===== config.mk =====
export PLATFORM = sky130hd
export DESIGN_NAME = usb_event_scheduler
export DESIGN_NICKNAME = d
export VERILOG_FILES = /design/src/rtl/usb_event_scheduler.sv
export SDC_FILE = /design/constraint.sdc
export NUM_CORES = 1
export LEC_CHECK = 0
export BUFFER_PORTS_ARGS = -buffer_cell sky130_fd_sc_hd__buf_2
export CORE_MARGIN = 3
export CORE_UTILIZATION = 52
export DETAILED_ROUTE_END_ITERATION = 8
export PLACE_DENSITY = 0.7
export SLEW_MARGIN = 30
export SYNTH_ARGS = -nofsm -noshare
export SYNTH_HDL_FRONTEND = slang
export SYNTH_SLANG_ARGS = --single-unit

===== constraint.sdc =====
create_clock -name clk -period 3.9 [get_ports clk]
set_clock_uncertainty 0.15 [all_clocks]
set_input_delay 0.39 -clock clk [delete_from_list [all_inputs] [get_ports clk]]
set_output_delay 0.39 -clock clk [all_outputs]
set_load 0.01 [all_outputs]

===== src/rtl/usb_event_scheduler.sv =====
// Edge-triggered event scheduler: latches rising edges per channel and offers them
// round-robin over a valid/ready handshake. Optional overflow flags: USB_EVT_OVERFLOW_EN.
module usb_event_scheduler #(
    parameter int N   = 5,
    parameter int IDW = (N > 1) ? $clog2(N) : 1
) (
    input  logic           clk,
    input  logic           rst_n,
    input  logic [N-1:0]   signal,
    output logic           evt_valid,
    output logic [IDW-1:0] evt_id,
    input  logic           evt_ready,
    output logic [N-1:0]   pending,
    output logic [N-1:0]   ovf,
    input  logic           ovf_clr
);

    typedef enum logic {IDLE, OFFER} state_t;

    state_t         state, state_n;
    logic [N-1:0]   sig_d1, sig_d2;
    logic [N-1:0]   rise, clr_mask, merge;
    logic [N-1:0]   pending_q, pending_n;
    logic [IDW-1:0] rr_ptr, rr_ptr_n;
    logic [IDW-1:0] evt_id_q, evt_id_n;
    logic [IDW-1:0] pick;
    logic           found;
    logic           handshake;

    function automatic logic [IDW-1:0] wrap_idx(input logic [IDW-1:0] base, input int k);
        int j;
        j = int'(base) + k;
        if (j >= N) j = j - N;
        return IDW'(j);
    endfunction

    assign rise      = sig_d1 & ~sig_d2;
    assign handshake = (state == OFFER) && evt_ready;
    assign clr_mask  = handshake ? (N'(1) << evt_id_q) : '0;
    // A rise in the handshake cycle re-arms the bit rather than being lost.
    assign pending_n = (pending_q & ~clr_mask) | rise;
    assign merge     = rise & pending_q & ~clr_mask;

    always_comb begin
        found = 1'b0;
        pick  = '0;
        for (int k = 0; k < N; k++) begin
            if (!found && pending_q[wrap_idx(rr_ptr, k)]) begin
                found = 1'b1;
                pick  = wrap_idx(rr_ptr, k);
            end
        end
    end

    always_comb begin
        state_n  = state;
        evt_id_n = evt_id_q;
        rr_ptr_n = rr_ptr;
        unique case (state)
            IDLE: begin
                if (found) begin
                    evt_id_n = pick;
                    state_n  = OFFER;
                end
            end
            OFFER: begin
                if (evt_ready) begin
                    rr_ptr_n = (evt_id_q == IDW'(N - 1)) ? '0 : evt_id_q + 1'b1;
                    state_n  = IDLE;
                end
            end
            default: state_n = IDLE;
        endcase
    end

    always_ff @(posedge clk or negedge rst_n) begin
        if (!rst_n) begin
            state     <= IDLE;
            sig_d1    <= '0;
            sig_d2    <= '0;
            pending_q <= '0;
            rr_ptr    <= '0;
            evt_id_q  <= '0;
        end else begin
            state     <= state_n;
            sig_d1    <= signal;
            sig_d2    <= sig_d1;
            pending_q <= pending_n;
            rr_ptr    <= rr_ptr_n;
            evt_id_q  <= evt_id_n;
        end
    end

    assign evt_valid = (state == OFFER);
    assign evt_id    = evt_id_q;
    assign pending   = pending_q;

`ifdef USB_EVT_OVERFLOW_EN
    logic [N-1:0] ovf_q;

    // A new merge on a bit wins over a simultaneous clear.
    always_ff @(posedge clk or negedge rst_n) begin
        if (!rst_n) ovf_q <= '0;
        else        ovf_q <= (ovf_clr ? '0 : ovf_q) | merge;
    end

    assign ovf = ovf_q;
`else
    logic unused_ovf;
    assign unused_ovf = ovf_clr | (|merge);
    assign ovf        = '0;
`endif

endmodule


==> qor.csv <==
metric;value;unit
Pins Over Slew Limit;0;
GR Util All Layers;0.1988;
Die Height;70.05;um
total grt overflow;0;
routed len/inst;15.53;um
outcome;finished, final reports clean;
CP required;3900;ps
number of setup violations in the final report;0;
CTS tree;done;
Ports;23;
initial drt markers;151;
Worst EP arrival;3380;ps
Vias/cell;6.020;
DRC;0;
fmax;296.4;MHz
cell count after placement;300;
insertion delay to the later sink of the worst-skew pair;260;ps
worst slew pin tran;582.6;ps
Routed Antenna Nets;0;
unrepaired setup endpoints after global routing;no;
Layout fillers;350;
antenna violations before repair;0;
Setup Fix Bufs, Post-CTS;0;
# resized after CTS;0;
starting density of the core;0.5616;
crit path kind;reg -> reg;
post-layout util;0.5978;
Root Driver;clkbuf_8;
Detail Placement HPWL;3571;um
Final Critical Period;3374;ps
clock sink count;22;
DIE WIDTH;70.05;um
Mapped Cells;246;
Syn-to-layout area delta;6.452;%
sequential element share of the synthesized area;0.2581;
floorplan core area;3799;um2
Post-synth EDFFs;0;
share of layout cells above drive strength 1;0.1673;
mean area per synthesized cell;8.672;um2
routability-driven placement congestion ratio;0.8704;
Synth async-reset ratio;1.000;
CTS buffer count;3;
final wirelength;4736;um
Antenna Cells;0;
Mapped Area;2133;um2
final hold vios;0;
Max H-tree Level;1;
TritonRoute pass-1 iters;4;
top cells by area, synth;dfrtp_1 26%, ha_1 7.6%, nand2_1 4.9%;
CTS Hold Bufs;1;
via count;1836;
Port Buffers;16;
Startpoint Class;flop;
CP Max Fanout;13;
post-route setup TNS;0;ps
share of the synthesized area in the top cell type;0.2581;
Syn. warnings;0;
crit path capture type;flop;
row cnt;22;
Yosys reg bits;22;
Rel. slew slack;0.6116;
top_reg_cell synth;dfrtp_1;
multi-input logic area;1386;um2
first-pass GRT wire length;8017;um
Worst Hold Class;in -> reg;
post-synth top area cell;dfrtp_1;
Seq. cell area;550.5;um2
vias in the first global route;1641;
Final period util;0.8652;
Hold WS;77.10;ps
Worst-path clk slew;80;ps
pin count of the biggest net entering global routing;29;
Final #Nets;281;
die area;4907;um2
max-cap violations;0;
Longest Clk Path Bufs;2;
fin cells;305;
Yosys cell types;67;
## final cells by class
cell class / count / area share
Clock buffer: 3 / 0.01818
Clock inverter: 1 / 0.01322
Inverter: 22 / 0.03636
Multi-Input combinational cell: 188 / 0.6105
Sequential cell: 22 / 0.2424
Tap cell: 48 / 0.02645
Timing Repair Buffer: 21 / 0.05289
## per-stage QoR
step	area (um2)	setup WS, ps
CTS	2271	573.6
detailed placement	2190	598.1
floorplan	2148	717.1
global route	2271	242.6
finish	2271	525.6
global placement	2190	592.6
## critical path, cell delays in order (launching register included)
cell and delay [ps]:
dfrtp_1 470, inv_1 170, ha_1 260, ha_1 550, nand2_1 100, o21ai_1 230
xnor2_1 220, mux2i_2 350, a21oi_2 170, a31oi_1 190, o31ai_1 100, o31a_1 290
## worst paths after layout
path                            depth (start not counted)  slack (ps)         to  startpoint
min in group asynchronous                               2         460  sig_d2[4]       rst_n
worst max register to register                         11         530  evt_id[1]   rr_ptr[1]
worst max-delay path                                   11         530  evt_id[1]   rr_ptr[1]
worst min register to register                          0         230  sig_d2[2]   sig_d1[2]
max in group asynchronous                               2        2820  rr_ptr[1]       rst_n
worst min-delay path                                    1          80  sig_d1[2]   signal[2]
## kinds of logic (layout without fill, tap and decap cells)
logic type / Yosys count / after routing / share of synthesized area
AND/OR/NAND/NOR: 83 / 83 / 0.2094
AO/OA/AOI/OAI: 73 / 73 / 0.2704
buffers and inverters: 40 / 47 / 0.09912
flip-flops: 22 / 22 / 0.2581
adder cells (fa/ha/maj): 14 / 14 / 0.08563
multiplexers: 9 / 9 / 0.05572
XOR/XNOR: 4 / 4 / 0.01995
other: 1 / 5 / 0.001758
## cells in the mapped netlist (2+ instances only)
cell type / count
a221oi_1: 2
nor2_1: 16
nand3b_4: 2
a21o_1: 3
inv_1: 21
buf_6: 3
and3_1: 2
buf_2: 4
nand2b_1: 8
nor3b_1: 2
mux2i_1: 6
o22ai_1: 4
o31ai_1: 2
dfrtp_1: 22
a21oi_1: 10
or2_0: 2
a31oi_1: 5
nor3_1: 4
a211oi_1: 5
o211ai_1: 3
a22oi_1: 2
clkbuf_1: 2
or3_1: 2
a31oi_4: 2
a32oi_1: 2
nor2b_1: 4
o21ai_0: 11
ha_1: 13
nand2_1: 28
a21oi_2: 2
nand4_1: 2
or3b_1: 2
buf_4: 9
xnor2_1: 3
o21ai_1: 3
nor4_1: 2
## cells in the final DEF (no fill, tap or decap), drive strengths merged, types with 2 or more instances in the layout
cell type	instances
nand2	28
dfrtp	22
inv	22
buf	20
nor2	16
o21ai	14
ha	13
a21oi	12
nand2b	8
mux2i	8
a31oi	7
a211oi	6
conb	5
nor2b	4
nor3	4
o22ai	4
xnor2	4
o211ai	4
a21o	4
clkbuf	3
a221oi	3
nand3b	3
o31ai	3
a22oi	2
or3b	2
nor3b	2
a32oi	2
and3	2
nor4	2
nand4	2
or2	2
or3	2
o311a	2
## sequential cells by signal (all words and copies together), names as in the netlist
register	cells
sig_d2	5
sig_d1	5
evt_id	3
evt_valid	1
pending	5
rr_ptr	3
## metal layers
| layer | vias to the layer above | global-route usage | part of all wire |
|---|---|---|---|
| met3 | 12 | 0.02014 | 0.065 |
| met4 | 0 | 0.07447 | 0.020 |
| met5 | - | 0 | 0 |
| met1 | 851 | 0.2775 | 0.47 |
| met2 | 69 | 0.3169 | 0.45 |
| li1 | 904 | - | - |
Power is left out: the tool's default activity adds up to more than one toggle a clock period on the data nets, which glitch-free logic cannot reach.
